==> src/rtl/alu_arbitro.sv <==
// alu_arbitro: two-requester round-robin arbiter and sequencer in front of a
// shared combinational ALU (AND/OR/ADD/SUB/SLT/NOR, 4-bit OP, zero flag).
// It accepts one operation at a time, registers its operands and OP into the
// ALU, captures the ALU result one cycle later, and returns the result to the
// granted requester over a valid/ready response channel.
//
// Ports:
//   clk, rst_n               clock (rising edge), asynchronous active-low reset
//   rN_valid/rN_ready        request handshake, N = 0,1 (ready is combinational)
//   rN_dato1/rN_dato2/rN_op  request operands and ALU OP code
//   rN_resp_valid/ready      response handshake towards requester N
//   rN_resp_dato/rN_resp_zf  result and zero flag (0 for the non-granted side)
//   rN_resp_err              only with ALU_OP_CHECK_EN: OP was rejected
//   alu_dato1/2, alu_op      registered ALU inputs, held between operations
//   alu_datoOut, alu_zf      combinational ALU outputs
//   busy                     an operation is in flight (state != IDLE)
//   grant_id                 requester currently or last granted
//
// Optional feature macro: ALU_OP_CHECK_EN. When defined, OPs outside the set
// the ALU implements are answered directly with err=1 instead of executing.
module alu_arbitro #(
  parameter int WIDTH = 32
) (
  input  logic             clk,
  input  logic             rst_n,
  input  logic             r0_valid,
  output logic             r0_ready,
  input  logic [WIDTH-1:0] r0_dato1,
  input  logic [WIDTH-1:0] r0_dato2,
  input  logic [3:0]       r0_op,
  output logic             r0_resp_valid,
  input  logic             r0_resp_ready,
  output logic [WIDTH-1:0] r0_resp_dato,
  output logic             r0_resp_zf,
  input  logic             r1_valid,
  output logic             r1_ready,
  input  logic [WIDTH-1:0] r1_dato1,
  input  logic [WIDTH-1:0] r1_dato2,
  input  logic [3:0]       r1_op,
  output logic             r1_resp_valid,
  input  logic             r1_resp_ready,
  output logic [WIDTH-1:0] r1_resp_dato,
  output logic             r1_resp_zf,
  output logic [WIDTH-1:0] alu_dato1,
  output logic [WIDTH-1:0] alu_dato2,
  output logic [3:0]       alu_op,
  input  logic [WIDTH-1:0] alu_datoOut,
  input  logic             alu_zf,
`ifdef ALU_OP_CHECK_EN
  output logic             r0_resp_err,
  output logic             r1_resp_err,
`endif
  output logic             busy,
  output logic             grant_id
);

  typedef enum logic [1:0] {IDLE, EXEC, RESP} state_t;

  state_t           state;
  logic             last_grant;
  logic             resp_valid;
  logic [WIDTH-1:0] resp_dato;
  logic             resp_zf;
  logic             sel;
  logic             accept;
  logic [WIDTH-1:0] req_dato1;
  logic [WIDTH-1:0] req_dato2;
  logic [3:0]       req_op;
  logic             resp_take;

`ifdef ALU_OP_CHECK_EN
  logic resp_err;

  function automatic logic op_legal(input logic [3:0] op);
    return (op == 4'b0000) || (op == 4'b0001) || (op == 4'b0010) ||
           (op == 4'b0110) || (op == 4'b0111) || (op == 4'b1100);
  endfunction
`endif

  // Tie goes to the requester that was not granted last; a lone request wins.
  always_comb begin
    if (r0_valid && r1_valid) sel = ~last_grant;
    else                      sel = ~r0_valid;
  end

  assign r0_ready  = (state == IDLE) && r0_valid && !sel;
  assign r1_ready  = (state == IDLE) && r1_valid && sel;
  assign accept    = r0_ready || r1_ready;
  assign req_dato1 = sel ? r1_dato1 : r0_dato1;
  assign req_dato2 = sel ? r1_dato2 : r0_dato2;
  assign req_op    = sel ? r1_op    : r0_op;
  assign resp_take = grant_id ? r1_resp_ready : r0_resp_ready;

  // The response registers are shared; each side only sees them when granted.
  assign r0_resp_valid = resp_valid && !grant_id;
  assign r1_resp_valid = resp_valid && grant_id;
  assign r0_resp_dato  = grant_id ? '0 : resp_dato;
  assign r1_resp_dato  = grant_id ? resp_dato : '0;
  assign r0_resp_zf    = resp_zf && !grant_id;
  assign r1_resp_zf    = resp_zf && grant_id;
`ifdef ALU_OP_CHECK_EN
  assign r0_resp_err   = resp_err && !grant_id;
  assign r1_resp_err   = resp_err && grant_id;
`endif

  always_ff @(posedge clk or negedge rst_n) begin
    if (!rst_n) begin
      state      <= IDLE;
      last_grant <= 1'b1;
      grant_id   <= 1'b0;
      busy       <= 1'b0;
      alu_dato1  <= '0;
      alu_dato2  <= '0;
      alu_op     <= 4'b0000;
      resp_valid <= 1'b0;
      resp_dato  <= '0;
      resp_zf    <= 1'b0;
`ifdef ALU_OP_CHECK_EN
      resp_err   <= 1'b0;
`endif
    end else begin
      case (state)
        IDLE: begin
          if (accept) begin
            grant_id   <= sel;
            last_grant <= sel;
            busy       <= 1'b1;
`ifdef ALU_OP_CHECK_EN
            if (!op_legal(req_op)) begin
              // Rejected OP: the ALU inputs are left untouched.
              resp_dato  <= '0;
              resp_zf    <= 1'b0;
              resp_err   <= 1'b1;
              resp_valid <= 1'b1;
              state      <= RESP;
            end else begin
              alu_dato1 <= req_dato1;
              alu_dato2 <= req_dato2;
              alu_op    <= req_op;
              resp_err  <= 1'b0;
              state     <= EXEC;
            end
`else
            alu_dato1 <= req_dato1;
            alu_dato2 <= req_dato2;
            alu_op    <= req_op;
            state     <= EXEC;
`endif
          end
        end
        EXEC: begin
          resp_dato  <= alu_datoOut;
          resp_zf    <= alu_zf;
          resp_valid <= 1'b1;
          state      <= RESP;
        end
        RESP: begin
          if (resp_take) begin
            resp_valid <= 1'b0;
            busy       <= 1'b0;
            state      <= IDLE;
          end
        end
        default: state <= IDLE;
      endcase
    end
  end

endmodule

==> config.mk <==
export PLATFORM = sky130hd
export DESIGN_NAME = alu_arbitro
export DESIGN_NICKNAME = d
export VERILOG_FILES = /design/src/rtl/alu_arbitro.sv
export SDC_FILE = /design/constraint.sdc
export NUM_CORES = 1
export LEC_CHECK = 0
export CORE_MARGIN = 2
export CORE_UTILIZATION = 30
export CTS_CLUSTER_SIZE = 40
export DETAILED_ROUTE_END_ITERATION = 7
export PLACE_DENSITY = 0.76
export SLEW_MARGIN = 5
export SYNTH_ARGS = -nofsm -noshare
export SYNTH_HDL_FRONTEND = slang
export SYNTH_SLANG_ARGS = --single-unit
==> constraint.sdc <==
create_clock -name clk -period 2.2 [get_ports clk]
set_input_delay 0.33 -clock clk [delete_from_list [all_inputs] [get_ports clk]]
set_output_delay 0.33 -clock clk [all_outputs]
set_load 0.02 [all_outputs]
==> qor.yml, run 1 <==
outcome: "completed"
cellLeakagePower_uw: 0.00363
grt_max_degree: 108
cp_max_fo: 50
cts_buffers: 9
ff2ff_path_depth: 4
synth_fa_ha_area_share_pct: 0
core_mm2: 0.0174
syn2layout_area_growth_pct: 68.2
max_clock_freq_mhz: 472
overflow: 0
ys_ff_latch: 107
routed_wirelength_um: 18800
synthSimpleGateAreaFrac_pct: 15.5
drtPass1Iterations: 7
fin_crit_sh_pct: 96.4
p_per_area_mw_per_mm2: 1470
ys_warn_count: 0
drc: 0
rows: 48
clkSlewWorstSetupHoldPaths_ns: 0.08
synth_compound_area_share_pct: 21.4
antenna_found_initial: 1
tns_ns: 0
port-buffer-count: 314
maxSlewViolCount: 0
ant_nets: 0
post_drt_via_cell_ratio: 5.17
grtUsageTotal_pct: 19.4
first_iter_violations: 215
vias: 5547
ir_drop_mv: 0.800
synth_cell_types: 25
post_cts_buffers: 0
syn_inst: 565
hold_buffers: 0
num-nets-final: 1016
hold_class: "in -> async"
r2r-start: "last_grant"
htreeDepth: 3
crit_path_start: "grant_id"
whs_ns: 0.0147
grt_pass1_wl_um: 28500
die_h_um: 138
drive_gt1_share_pct: 9.34
drt-wirelength-per-cell_um: 17.6
fp.dieArea_mm2: 0.0190
place_ws_ns: 0.00589
synth_flop_cell: "dfrtp_1"
critPathCaptureType: "output pin"
routabilityCongestion: 0.784
synth_area_leaders: "dfrtp_1 (49%), a31oi_1 (8.1%), mux2_2 (7.1%), a21oi_1 (6.5%), nand3_1 (6.3%)"
synth_edf_count: 0
critPathRequiredTime_ns: 1.87
maxCapViolations: 0
ioPinCount: 315
hold_viol_final: 0
yosysTopAreaCell: "dfrtp_1"
worst_pin_slew_ns: 0.805
postSynthAreaPerCell_um2: 9.51
placed_area_mm2: 0.00868
ys_seq_area_share_pct: 49.8
synth_top_family_by_area: "compound AO/OA/AOI/OAI gates"
numClockSinks: 107
layout_setup_ws_ns: 0.0801
async_reset_ff_share_pct: 100
clk_latency_ns: 0.34
start_util_pct: 30.9
grt_pass1_vias: 5376
syn_nets: 740
cts-root-buf: "clkbuf_16"
startpoint_type: "flop"
setup_viol: 0
finalCriticalPeriod_ns: 2.12
max_slew_margin_pct: 46.3
synth.top_cell.area_share_pct: 49.4
synth_mux_area_share_pct: 7.12
crit_arrival_ns: 1.79
rsz0062_at_grt: "false"
clk_path_buf_depth: 2
synth_xor_area_share_pct: 0
r2r_slack_ns: 0.42
p_total_uw: 13300
path_class: "reg -> out"
netlist_area_mm2: 0.00537
cts_tree: "yes"
timing.rr.end: "alu_dato1[22]"
die_w_um: 138
hpwl_um: 12900
fillers: 1645
final_area_mm2: 0.00904
fin_worst_skew_ns: 0.00935
-- through the flow --
stage,instances,utilization [%]
final,1072,51.9
after global routing,1072,51.9
after CTS,1071,51.7
after global placement,1055,49.8
after floorplan,565,-
after detailed placement,1055,49.8
-- area by class of cell --
| class | count | area, um^2 | share of cell area, % |
|---|---|---|---|
| Timing Repair Buffer | 330 | 3360 | 37.2 |
| Sequential cell | 107 | 2680 | 29.7 |
| Multi-Input combinational cell | 392 | 2380 | 26.4 |
| Tap cell | 225 | 282 | 3.12 |
| Clock buffer | 9 | 225 | 2.49 |
| Clock inverter | 7 | 97.6 | 1.08 |
| Inverter | 1 | 3.75 | 0.0415 |
| Antenna cell | 1 | 2.50 | 0.0277 |
-- kinds of logic after synthesis --
family	Yosys count
mux	34
flops	107
compound gates	211
simple gates	147
buf+inv	66
-- routing by layer --
layer	routed length (um)	share of wire (%)	vias up	GRT usage, %
li1	-	-	2599	-
met1	7090	38	2653	22.0
met4	527	2.8	0	8.33
met5	0	0	-	0
met3	1910	10	32	6.33
met2	9300	49	263	33.5
-- cell usage after synthesis (3+ instances only) --
library cell / count
clkbuf_1: 44
nand2b_1: 3
o21ai_0: 68
buf_6: 9
nand3_1: 68
buf_2: 11
a21oi_1: 70
dfrtp_1: 106
and2_1: 34
a31oi_1: 70
nor2b_1: 35
mux2_2: 34
-- power breakdown --
group / leakage, uW / internal, uW / total (uW) / switching [uW]
registers: 0.00121 / 2990 / 3630 / 639
clock network: 0.000152 / 1010 / 1790 / 780
logic: 0.00227 / 3810 / 7870 / 4060
-- sequential cells by signal, indices dropped and copies added (netlist names) --
name / cells
alu_dato2: 32
state: 2
resp_zf: 1
last_grant: 1
busy: 1
resp_dato: 32
alu_op: 4
grant_id: 1
alu_dato1: 32
resp_valid: 1
-- timing repair --
action                                  4_1_cts  5_1_grt
endpoints found under the setup margin        1       15
hold endpoints to repair                      0        0
gates resized for setup                       1       15
-- cell usage in the layout (no fill, tap or decap), types with 2 or more instances in the layout --
| cell | count |
|---|---|
| clkdlybuf4s50_1 | 294 |
| dfrtp_1 | 105 |
| a21oi_1 | 70 |
| a31oi_1 | 70 |
| o21ai_0 | 68 |
| nand3_1 | 68 |
| and2_1 | 34 |
| nor2b_1 | 34 |
| mux2_2 | 34 |
| dlymetal6s2s_1 | 15 |
| buf_4 | 13 |
| clkbuf_16 | 9 |
| buf_12 | 6 |
| nand2b_1 | 2 |
| bufinv_16 | 2 |
| clkinvlp_4 | 2 |
| inv_6 | 2 |
-- worst max-delay path by stage --
stage	endpoint	slack, ns
3_5_place_dp	alu_dato1[22]	0.006
2_1_floorplan	r0_ready	0.23
5_1_grt	r1_resp_dato[21]	0.002
6_report	r1_resp_dato[16]	0.08
4_1_cts	r0_resp_zf	0.002
3_3_place_gp	r1_ready	0.08
-- worst max-delay path, stage by stage (launching register included) --
cell	delay, ns
dfrtp_2	0.45
buf_12	0.22
and2_1	0.15
clkdlybuf4s50_1	0.61
Note: power is estimated with default switching activity, not from simulation.
==> inputs of run 2 (changes only) <==
- MAX_ROUTING_LAYER: not set -> met4
- SLEW_MARGIN: 5 -> 40
==> run 2 against run 1 <==
Against the previous run:
- worst setup slack better by 0.00052 ns
- clock-buffer cell count unchanged
- critical path depth stayed put
- clock skew barely moved
- wire length up 0.39%
- sequential share of layout area is essentially flat
- clock power is essentially flat
==> qor.yml, run 2 (synthesis gave the netlist of run 1 again) <==
cts_buffers: 9
utilization_pct: 51.9
outcome: "completed"
drt-wirelength-per-cell_um: 17.6
hold_buffers: 0
post_drt_via_cell_ratio: 5.14
num-nets-final: 1016
drive_gt1_share_pct: 9.34
clk_latency_ns: 0.34
critPathRequiredTime_ns: 1.87
post_cts_buffers: 0
startpoint_type: "flop"
grt_pass1_wl_um: 28500
cellLeakagePower_uw: 0.00362
crit_chain: "buf_12 > and2_1 > clkdlybuf4s50_1"
max_slew_margin_pct: 46.3
route.met3.wl_um: 1770
fin_crit_sh_pct: 96.3
vias: 5509
grtUsageTotal_pct: 20.0
core_mm2: 0.0174
p_total_uw: 13300
clkSlewWorstSetupHoldPaths_ns: 0.08
cts-root-buf: "clkbuf_16"
tns_ns: 0
htreeDepth: 3
maxCapViolations: 0
critPathTopFamily: "buffers and inverters"
cpPeakStageDelay_ns: 0.61
finalCriticalPeriod_ns: 2.12
m1WireLength_um: 7290
syn2layout_area_growth_pct: 68.1
maxSlewViolCount: 0
overflow: 0
hold_viol_final: 0
drc: 0
path_buf_inv: 2
numClockSinks: 107
cp_max_fo: 50
final_common_cell: "clkdlybuf4s50_1"
setup_viol: 0
fp.dieArea_mm2: 0.0190
wl_met2_um: 9350
hold_class: "in -> async"
die_w_um: 138
rsz0062_at_grt: "false"
ir_drop_mv: 0.800
routabilityCongestion: 0.795
start_util_pct: 30.9
hpwl_um: 12900
cts_resized: 1
first_iter_violations: 214
antenna_found_initial: 1
fin_worst_skew_ns: 0.00911
crit_arrival_ns: 1.79
grt_max_degree: 108
clk_path_buf_depth: 2
p_per_area_mw_per_mm2: 1470
max_clock_freq_mhz: 472
rows: 48
r2r_slack_ns: 0.40
grt_pass1_vias: 5391
die_h_um: 138
ioPinCount: 315
drtPass1Iterations: 4
cts_tree: "yes"
path_class: "reg -> out"
final_cell_mix: "clkdlybuf4s50_1 (295), dfrtp_1 (105), a21oi_1 (70), a31oi_1 (70)"
critPathCaptureType: "output pin"
top_layer: "met4"
top_regs: "alu_dato1: 32 flops, alu_dato2: 32 flops, resp_dato: 32 flops"
routed_wirelength_um: 18900
worst_pin_slew_ns: 0.805
critPathSlowestCell: "clkdlybuf4s50_1"
ant_nets: 0
port-buffer-count: 314
## run 2: path summary, 6_finish.rpt
path | startpoint | endpoint | cells past startpoint
worst max-delay path | grant_id | r1_resp_dato[16] | 3
worst min-delay path | rst_n | alu_dato1[19] | 2
worst max register to register | last_grant | alu_dato1[22] | 4
worst min register to register | busy | busy | 1
max in group asynchronous | rst_n | alu_dato2[0] | 2
min in group clk | r0_valid | last_grant | 3
## run 2: report_power, final
group | switching (uW) | internal (uW)
Sequential | 641 | 2990
Combinational | 4060 | 3820
Clock | 782 | 1010
## run 2: worst reg2reg max path: cells and delay by family, from the launching register on
kind / cells / cell delay [ns]
flops: 1 / 0.55
simple gates: 2 / 0.31
buf+inv: 1 / 0.61
compound gates: 1 / 0.24
## run 2: per-layer routing
layer	vias to the layer above	global-route usage, %
li1	2595	-
met1	2621	23.0
met2	266	33.9
met3	27	4.60
met4	0	7.99
met5	-	-
## run 2: stage by stage
| stage | worst slack [ns] | area [um^2] | instances | hold WS, ns |
|---|---|---|---|---|
| after global placement | 0.0814 | 8680 | 1055 | 0.456 |
| after CTS | 0.00169 | 9000 | 1071 | 0.0742 |
| after floorplan | 0.226 | 5370 | 565 | 0.0344 |
| after global routing | 0.000209 | 9030 | 1072 | 0.0980 |
| final | 0.0806 | 9030 | 1072 | 0.0124 |
| after detailed placement | 0.00589 | 8680 | 1055 | 0.462 |
## run 2: cell type report
type                       instances  area (um^2)
fill                            1646         8380
timing repair buffer             330         3360
sequential                       107         2680
multi-input combinational        392         2380
tap                              225          282
clock buffer                       9          225
clock inverter                     7         97.6
inverter                           1         3.75
antenna                            1         2.50
